**src/rtl/fifo_vc_pkg.sv**
```systemverilog
// Shared constants and bus-width helpers for the virtual-channel FIFO array.
package fifo_vc_pkg;

  // Default geometry: 6-bit entries, 16 entries per VC, two VCs.
  localparam int unsigned DefDataSize = 6;
  localparam int unsigned DefAddrSize = 4;
  localparam int unsigned DefNumVc    = 2;

  // Width of a bus carrying one data entry per VC.
  function automatic int unsigned data_bus_w(input int unsigned data_size,
                                             input int unsigned num_vc);
    return data_size * num_vc;
  endfunction

  // Width of a bus carrying one occupancy count per VC. A count needs one
  // more bit than a pointer so that it can represent a full queue.
  function automatic int unsigned cnt_bus_w(input int unsigned addr_size,
                                            input int unsigned num_vc);
    return (addr_size + 1) * num_vc;
  endfunction

endpackage

```
**src/rtl/vc_fifo_ram.sv**
```systemverilog
// Per-VC storage: synchronous write, asynchronous read, contents not reset.
module vc_fifo_ram #(
  parameter int unsigned DataW = 6,
  parameter int unsigned AddrW = 4
) (
  input  logic             clk_i,
  input  logic             we_i,
  input  logic [AddrW-1:0] waddr_i,
  input  logic [DataW-1:0] wdata_i,
  input  logic [AddrW-1:0] raddr_i,
  output logic [DataW-1:0] rdata_o
);

  logic [DataW-1:0] mem_q [2**AddrW];

  // Write port; a read of the same address this cycle still sees the old word.
  always_ff @(posedge clk_i) begin
    if (we_i) begin
      mem_q[waddr_i] <= wdata_i;
    end
  end

  assign rdata_o = mem_q[raddr_i];

endmodule

```
**src/rtl/fifo_vc_array.sv**
```systemverilog
// Array of independent per-VC FIFOs with registered pop data, threshold flags,
// a hysteresis pause flag and a sticky error flag per VC.
module fifo_vc_array
  import fifo_vc_pkg::*;
#(
  parameter int unsigned DATA_SIZE = DefDataSize,
  parameter int unsigned ADDR_SIZE = DefAddrSize,
  parameter int unsigned NUM_VC    = DefNumVc
) (
  input  logic                                      clk,
  input  logic                                      reset,
  input  logic [NUM_VC-1:0]                         push,
  input  logic [NUM_VC-1:0]                         pop,
  input  logic [data_bus_w(DATA_SIZE, NUM_VC)-1:0]  data_in,
  input  logic [ADDR_SIZE:0]                        af_thr,
  input  logic [ADDR_SIZE:0]                        ae_thr,
  input  logic [NUM_VC-1:0]                         err_clr,
  output logic [data_bus_w(DATA_SIZE, NUM_VC)-1:0]  data_out,
  output logic [NUM_VC-1:0]                         valid_out,
  output logic [cnt_bus_w(ADDR_SIZE, NUM_VC)-1:0]   count,
  output logic [NUM_VC-1:0]                         empty,
  output logic [NUM_VC-1:0]                         full,
  output logic [NUM_VC-1:0]                         almost_full,
  output logic [NUM_VC-1:0]                         almost_empty,
  output logic [NUM_VC-1:0]                         pause,
  output logic [NUM_VC-1:0]                         error
);

  localparam int unsigned CntW = ADDR_SIZE + 1;
  localparam logic [ADDR_SIZE:0] Depth = {1'b1, {ADDR_SIZE{1'b0}}};

  for (genvar i = 0; i < NUM_VC; i++) begin : g_vc
    logic [ADDR_SIZE-1:0] wr_ptr_q, wr_ptr_d;
    logic [ADDR_SIZE-1:0] rd_ptr_q, rd_ptr_d;
    logic [ADDR_SIZE:0]   cnt_q, cnt_d;
    logic [DATA_SIZE-1:0] dout_q, dout_d;
    logic [DATA_SIZE-1:0] wr_data, rd_data;
    logic                 valid_q, valid_d;
    logic                 pause_q, pause_d;
    logic                 err_q, err_d;
    logic                 is_empty, is_full;
    logic                 pop_acc, push_acc, ram_we;

    assign wr_data = data_in[i*DATA_SIZE +: DATA_SIZE];

    // Status flags decode from the registered count only.
    always_comb begin
      is_empty = (cnt_q == '0);
      is_full  = (cnt_q == Depth);
      pop_acc  = pop[i] & ~is_empty;
      // A full queue still takes a push when a pop frees a slot in the same cycle.
      push_acc = push[i] & (~is_full | pop_acc);
      ram_we   = push_acc & ~reset;
    end

    vc_fifo_ram #(
      .DataW (DATA_SIZE),
      .AddrW (ADDR_SIZE)
    ) u_ram (
      .clk_i   (clk),
      .we_i    (ram_we),
      .waddr_i (wr_ptr_q),
      .wdata_i (wr_data),
      .raddr_i (rd_ptr_q),
      .rdata_o (rd_data)
    );

    // Next-state for pointers, count, read data and the pause/error flags.
    always_comb begin
      wr_ptr_d = wr_ptr_q;
      rd_ptr_d = rd_ptr_q;
      cnt_d    = cnt_q;
      dout_d   = dout_q;
      valid_d  = pop_acc;
      pause_d  = pause_q;
      err_d    = err_q;

      if (push_acc) begin
        wr_ptr_d = wr_ptr_q + 1'b1;
      end
      if (pop_acc) begin
        rd_ptr_d = rd_ptr_q + 1'b1;
        dout_d   = rd_data;
      end

      unique case ({push_acc, pop_acc})
        2'b10:   cnt_d = cnt_q + 1'b1;
        2'b01:   cnt_d = cnt_q - 1'b1;
        default: cnt_d = cnt_q;
      endcase

      // Set threshold has priority over clear threshold.
      if (cnt_d >= af_thr) begin
        pause_d = 1'b1;
      end else if (cnt_d <= ae_thr) begin
        pause_d = 1'b0;
      end

      // A new error in the same cycle beats the clear request.
      if ((push[i] & ~push_acc) | (pop[i] & is_empty)) begin
        err_d = 1'b1;
      end else if (err_clr[i]) begin
        err_d = 1'b0;
      end
    end

    // State register with synchronous reset; memory is intentionally not reset.
    always_ff @(posedge clk) begin
      if (reset) begin
        wr_ptr_q <= '0;
        rd_ptr_q <= '0;
        cnt_q    <= '0;
        dout_q   <= '0;
        valid_q  <= 1'b0;
        pause_q  <= 1'b0;
        err_q    <= 1'b0;
      end else begin
        wr_ptr_q <= wr_ptr_d;
        rd_ptr_q <= rd_ptr_d;
        cnt_q    <= cnt_d;
        dout_q   <= dout_d;
        valid_q  <= valid_d;
        pause_q  <= pause_d;
        err_q    <= err_d;
      end
    end

    assign data_out[i*DATA_SIZE +: DATA_SIZE] = dout_q;
    assign count[i*CntW +: CntW]              = cnt_q;
    assign valid_out[i]                       = valid_q;
    assign empty[i]                           = is_empty;
    assign full[i]                            = is_full;
    assign almost_full[i]                     = (cnt_q >= af_thr);
    assign almost_empty[i]                    = (cnt_q <= ae_thr) && !is_empty;
    assign pause[i]                           = pause_q;
    assign error[i]                           = err_q;
  end

endmodule

```
**config.mk**
```make
export PLATFORM = sky130hd
export DESIGN_NAME = fifo_vc_array
export DESIGN_NICKNAME = d
export VERILOG_FILES = /design/src/rtl/fifo_vc_pkg.sv /design/src/rtl/vc_fifo_ram.sv /design/src/rtl/fifo_vc_array.sv
export SDC_FILE = /design/constraint.sdc
export NUM_CORES = 1
export LEC_CHECK = 0
export ABC_AREA = 1
export CAP_MARGIN = 0
export CORE_UTILIZATION = 65
export CTS_BUF_LIST = sky130_fd_sc_hd__clkbuf_4
export CTS_CLUSTER_DIAMETER = 30
export CTS_CLUSTER_SIZE = 12
export DETAILED_ROUTE_END_ITERATION = 10
export DONT_BUFFER_PORTS = 1
export GPL_TIMING_DRIVEN = 0
export PLACE_DENSITY = 0.83
export SETUP_SLACK_MARGIN = 0.3
export SLEW_MARGIN = 30
export SYNTH_ARGS = -nofsm -noshare
export SYNTH_HDL_FRONTEND = slang
export SYNTH_SLANG_ARGS = --single-unit
```
**constraint.sdc**
```tcl
create_clock -name clk -period 3.1 [get_ports clk]
set_input_delay 0.31 -clock clk [delete_from_list [all_inputs] [get_ports clk]]
set_output_delay 0.31 -clock clk [all_outputs]
set_load 0.005 [all_outputs]
```
Word-level counts from Yosys, hierarchy flattened --
Memory sizes are Yosys's and may differ from the RTL's. A register that Yosys moved wholly into a read port is not among the register bits. Cells that the tools add are included.
Cells by class: add/subtract/negate cells 8, $lt $le $gt $ge 8, eq/ne operators 6, muxes and demuxes 14, bitwise gates (word level) 21, reductions and logical operators 10
Operators by type and width (count):
- greater-or-equal comparator 5 bit | 4
- less-or-equal comparator 5 bit | 4
- one-hot mux 5 bit (2 select lines) | 2
- adder 4 x 1 -> 4 bit (second input constant) | 4
- 2-to-1 mux 1 bit | 12
- adder 5 x 1 -> 5 bit (second input constant) | 2
- AND 1 bit | 10
- == test 5 bit (second input constant) | 2
- logical NOT 5 bit | 2
- subtractor 5 x 1 -> 5 bit (second input constant) | 2
- nonzero test 2 bit | 4
- inverter 1 bit | 7
- == test 2 x 1 -> 1 bit (second input constant) | 2
- == test 2 bit (second input constant) | 2
- OR 1 bit | 4
- logical AND 1 bit | 2
- logical NOT 1 bit | 2
Word-level totals: bits in registers 32, memory bits (writable) 192, bits of input ports 30, output and inout bits 36, word-level logic and storage cells 81, memories 2
Memory list:
- g_vc[0].u_ram.mem_q | words 16, width 6, read ports 1, clocked after Yosys merged registers in 1, write ports 1, RTL line vc_fifo_ram.sv:14 | logic [DataW-1:0] mem_q [2**AddrW];
- g_vc[1].u_ram.mem_q | words 16, width 6, read ports 1, clocked after Yosys merged registers in 1, write ports 1, RTL line vc_fifo_ram.sv:14

Depth between registers and ports, before layout --
word-level depth 10, mapped depth 24, mapped depth without buffers 24

Modules after synthesis --
From an unflattened synthesis, not the netlist that was laid out.
Second synthesis, totals: cells, all modules 1282, area, all modules 11691.2 µm²
Modules (own cells, without submodules):
- vc_fifo_ram | instances 2, cells each 414, area each 4207.8 µm², seq. area each 2882.8 µm²
- fifo_vc_array | instances 1, cells each 454, area each 3275.6 µm², seq. area each 880.8 µm²

Least setup slack after synthesis --
No wires, ideal clock.
path type reg2reg, start point register g_vc[1].cnt_q[1], end point register g_vc[1].pause_q, setup time 0.110 ns, data arrival time 2.666 ns, data required time 2.990 ns, setup slack 0.324 ns, cell stages (with the launch flop) 24, path buffers 0, period minus slack after synthesis 2.776 ns, cell sequence dfxtp_1 > nor2_1 > nand3_2 > nand2_4 > inv_4 > nand2_4 > inv_1 > fa_1 > nand3_1 > nand2_1 > nand2_1 > nand2_1 > inv_1 > nand2_1 > nand2_1 > nand2_1 > ha_1 > nand2_1 > o21bai_1 > nand2_1 > nor3_1 > o21ai_0 > nand2_1 > inv_1
On the way: cells in the longest elaborated chain, start to end 9, elaborated cells between the ends (all ways) 16, those cells by class add/sub: 2; order compare: 2; eq/ne: 3; mux: 2; bitwise: 5; reduce/logical: 2
Ends and longest elaborated chain:
- start, declared | RTL line fifo_vc_array.sv:35 | logic [ADDR_SIZE:0] cnt_q, cnt_d;
- start signal, assigned | RTL line fifo_vc_array.sv:120 | cnt_q <= cnt_d;
- logical NOT 5 bit | RTL line fifo_vc_array.sv:48 | is_empty = (cnt_q == '0);
- inverter 1 bit | RTL line fifo_vc_array.sv:50 | pop_acc = pop[i] & ~is_empty;
- AND 1 bit | RTL line fifo_vc_array.sv:50
- OR 1 bit | RTL line fifo_vc_array.sv:52 | push_acc = push[i] & (~is_full | pop_acc);
- AND 1 bit | RTL line fifo_vc_array.sv:52
- == test 2 x 1 -> 1 bit / == test 2 bit (equally long branches) | RTL line fifo_vc_array.sv:86 | unique case ({push_acc, pop_acc})
- one-hot mux 5 bit (2 select lines) (*) | RTL line fifo_vc_array.sv:86
- via g_vc[1].cnt_d[4] | RTL line fifo_vc_array.sv:35
- greater-or-equal comparator 5 bit / less-or-equal comparator 5 bit (equally long branches) | RTL line fifo_vc_array.sv:93, fifo_vc_array.sv:95
- 2-to-1 mux 1 bit / nonzero test 2 bit (equally long branches)
- end signal, assigned | RTL line fifo_vc_array.sv:123 | pause_q <= pause_d;
- end, declared | RTL line fifo_vc_array.sv:39 | logic pause_q, pause_d;
The timed path passes the listed nets; every way through them passes the cells marked *. A chain may end at the register's enable or synchronous reset.

Final worst setup path --
start point register g_vc[1].cnt_q[2], end point register g_vc[1].pause_q
Same word-level chain as after synthesis.

==> impl_metrics.toml <==
[timing]
worst_slew_pin_slew_ns = 0.924
slew_headroom = 0.379
rsz0062_at_grt = "yes"
finalCriticalPeriod_ns = 2.82
worst_clock_skew_ns = 0.0543
fmax_mhz = 355
setup_viol = 0
hold_viol = 0
setup_ws_ns = 0.279
period_share = 0.910
slew_violations = 0

[cells_and_area]
nNetsFinal = 1395
final_cells = 1566
syn2layout_area_growth_pct = 12.7
drive_gt1_frac = 0.149
fin_util = 0.753

[global_route]
grt_pass1_wl_um = 42500
grt_max_degree = 17
overflow = 0
antenna_found_initial = 1
grt.total_usage = 0.306
grt_pass1_vias = 8381

[floorplanning]
core-area_mm2 = 0.0173
dieWidth_um = 135
rows = 48
start_util = 0.668
dieArea_mm2 = 0.0183
io_pins = 66
fp.dieH_um = 135

[synthesis]
synth_mux_area_frac = 0
seq_area_frac_synth = 0.575
synth-simple-area-share = 0.230
synth_area_mm2 = 0.0116
ys_ff_latch = 236
synth-compound-area-share = 0.0380
syn_nets = 1323
yosysUniqueCellTypes = 35
avgSynthCellArea_um2 = 9.35
yosys.area.top_type = "edfxtp_1"
synth_cells = 1235
synth_top_family_by_area = "simple AND/OR/NAND/NOR gates"
ys_top_cells_by_area = "edfxtp_1 50%, nand2_1 11%, dfxtp_1 7.6%"
synth_xor_area_frac = 0.00531
yosysWarnings = 0
synth-adder-area-share = 0.0641
yosysTopAreaCellShare = 0.499

[detailed_routing]
dr_wl_met2_um = 12800
postRouteAntennaNets = 0
drt_wl_total_um = 27500
drc = 0
num_vias = 8876
first_pass_iters = 6
viasPerCell = 5.67
dr_wl_met3_um = 2900
avgRoutedWirePerCell_um = 17.6
wl_met1_um = 11000
drt_iter0_markers = 934
top_layer = "met4"

[worst_setup_path]
end_kind = "flop"
worst-setup-path-type = "flop to flop"
path_cells = "nor2_4 -> nand3_2 -> nand2_4 -> inv_6 -> nand2_4 -> inv_4 -> fa_2 -> nand3_2 -> nand2_1 -> nand2_1 -> nand2_1 -> inv_1 -> nand2_1 -> nand2_2 -> nand2_4 -> ha_4 -> nand2_1 -> nor3_1 -> nor3_2 -> o21ai_1 -> nand2_1 -> inv_1"
rr_endpoint = "g_vc[1].pause_q"
critPathSlowestCell = "dfxtp_4"
r2r_cells = 22
cp.required_ns = 3.71
crit_arrival_ns = 3.43
crit-reg2reg-launch = "g_vc[1].cnt_q[2]"
rrSetupSlack_ns = 0.28
cpPeakStageDelay_ns = 0.40
start_kind = "flop"
path_max_fanout = 7
crit_top_cell = "nand2_1"

[power]
finalPower_mw = 9.89
vdd_drop_max_mv = 0.616
powerDensity_mw_per_mm2 = 760
p_leak_nw = 5.66

[clocking]
cts_tree = "built"
htreeDepth = 2
numCtsBuffers = 42
path_clk_slew_ns = 0.11
clock_path_buffers = 3
cts_sinks = 236
cts_root_buf = "clkbuf_4"
clkLatencyLatePin_ns = 0.69

[placement]
place_hpwl_um = 18200
gp_congestion = 0.923
io_buffer_count = 0
preCtsSetupSlack_ns = -0.109
placed_cells = 1460

[hold_path]
min_to = "g_vc[0].valid_q"
min_delay_path_depth = 2
hold_path_class = "input pin to flop"
holdCritStartpoint = "reset"

[job]
maxCapViolCount = 0

[run_status]
outcome = "finished, final reports clean"
==> placed cells by master (no fill, tap or decap), types with 6 or more instances in the layout <==
master,netlist,final
edfxtp_1,192,192
nand2_2,2,7
dlygate4sd3_1,0,21
ha_4,0,8
dfxtp_1,44,34
clkinvlp_4,0,9
nor3_1,16,7
buf_2,15,15
inv_1,180,175
inv_2,9,12
ha_1,56,48
o21ai_1,11,15
nor3_2,0,9
dfxtp_4,0,9
clkinv_4,0,7
clkbuf_4,0,44
a21oi_1,28,27
clkbuf_1,13,13
nand2_4,5,6
nand3_1,155,152
buf_4,14,21
o21ai_0,20,16
nor2_1,92,91
nand2_1,327,321
nand4_1,7,7
nand3_2,6,7
==> how the worst max path moves through the flow <==
stage,startpoint,cells past startpoint,endpoint
floorplan,g_vc[1].cnt_q[1],23,g_vc[1].pause_q
global placement,g_vc[1].cnt_q[1],23,g_vc[1].pause_q
detailed placement,g_vc[1].cnt_q[1],24,g_vc[1].pause_q
CTS,g_vc[1].cnt_q[0],24,g_vc[1].pause_q
global route,g_vc[0].cnt_q[1],21,g_vc[0].pause_q
finish,g_vc[1].cnt_q[2],22,g_vc[1].pause_q
==> worst max-delay path: cells and delay by family (launching register included) <==
kind | cells | cell delay [ns]
buffers and inverters | 4 | 0.26
adders and majority gates | 2 | 0.65
DFF | 1 | 0.40
AOI/OAI and AO/OA | 1 | 0.08
and+or+nand+nor | 15 | 1.37
==> synth_stat cells (all sizes together) <==
library cell and n:
nand2 334, edfxtp 192, inv 190, nand3 161, nor2 99, ha 56, dfxtp 44, buf 37
o21ai 36, a21oi 30, nor3 16, clkbuf 13, nand4 7, o21bai 5, xor2 5, fa 2
o221ai 2, xnor2 2, a211oi 1, a31oi 1, o22ai 1, or2 1
==> power by group <==
| part | internal (mW) | switching (mW) |
|---|---|---|
| sequential | 3.64 | 0.256 |
| combinational | 1.35 | 2.22 |
| clock | 1.05 | 1.38 |
==> area by class of cell <==
class / count / area, µm²
flip-flops and latches: 236 / 6680
fillers: 1171 / 4280
multi-input cells: 759 / 4120
inverters: 190 / 723
clock buffers: 44 / 330
clock inverters: 33 / 320
plain buffers: 50 / 297
well taps: 225 / 282
repair buffers: 28 / 263
diodes: 1 / 2.50
==> repair_timing <==
item                       4_1_cts  5_1_grt
resized for setup               33       30
pin swaps                        4        9
setup endpoints to repair        2        2
hold endpoints to repair       217        0
buffers inserted                 4        3
hold buffers                    21        0
==> sequential cells by signal (all words and copies together), names as in the netlist <==
name and flops:
g_vc.dout_q 12, g_vc.valid_q 2, g_vc.u_ram.mem_q 192, g_vc.cnt_q 10, g_vc.wr_ptr_q 8, g_vc.pause_q 2, g_vc.err_q 2, g_vc.rd_ptr_q 8
==> layer usage <==
layer / up-vias / global-route usage
met5: - / 0
met2: 516 / 0.472
met3: 68 / 0.0632
met1: 4088 / 0.428
li1: 4204 / -
met4: 0 / 0.118
==> kinds of logic after synthesis <==
logic type / after synthesis
compound gates: 76
xor+xnor: 7
fa+ha+maj: 58
buf+inv: 240
flops: 236
simple gates: 618
==> metrics by stage <==
| step | hold WS [ns] | setup TNS [ns] | instance area (µm²) |
|---|---|---|---|
| after floorplan | 0.409 | 0 | 11600 |
| after global placement | 0.410 | -0.0713 | 11800 |
| after detailed placement | 0.410 | -0.109 | 11800 |
| after CTS | 0.0482 | 0 | 12800 |
| after global routing | 0.0733 | 0 | 13000 |
| final | 0.0907 | 0 | 13000 |
No activity file was read; power rests on OpenSTA's default activity.
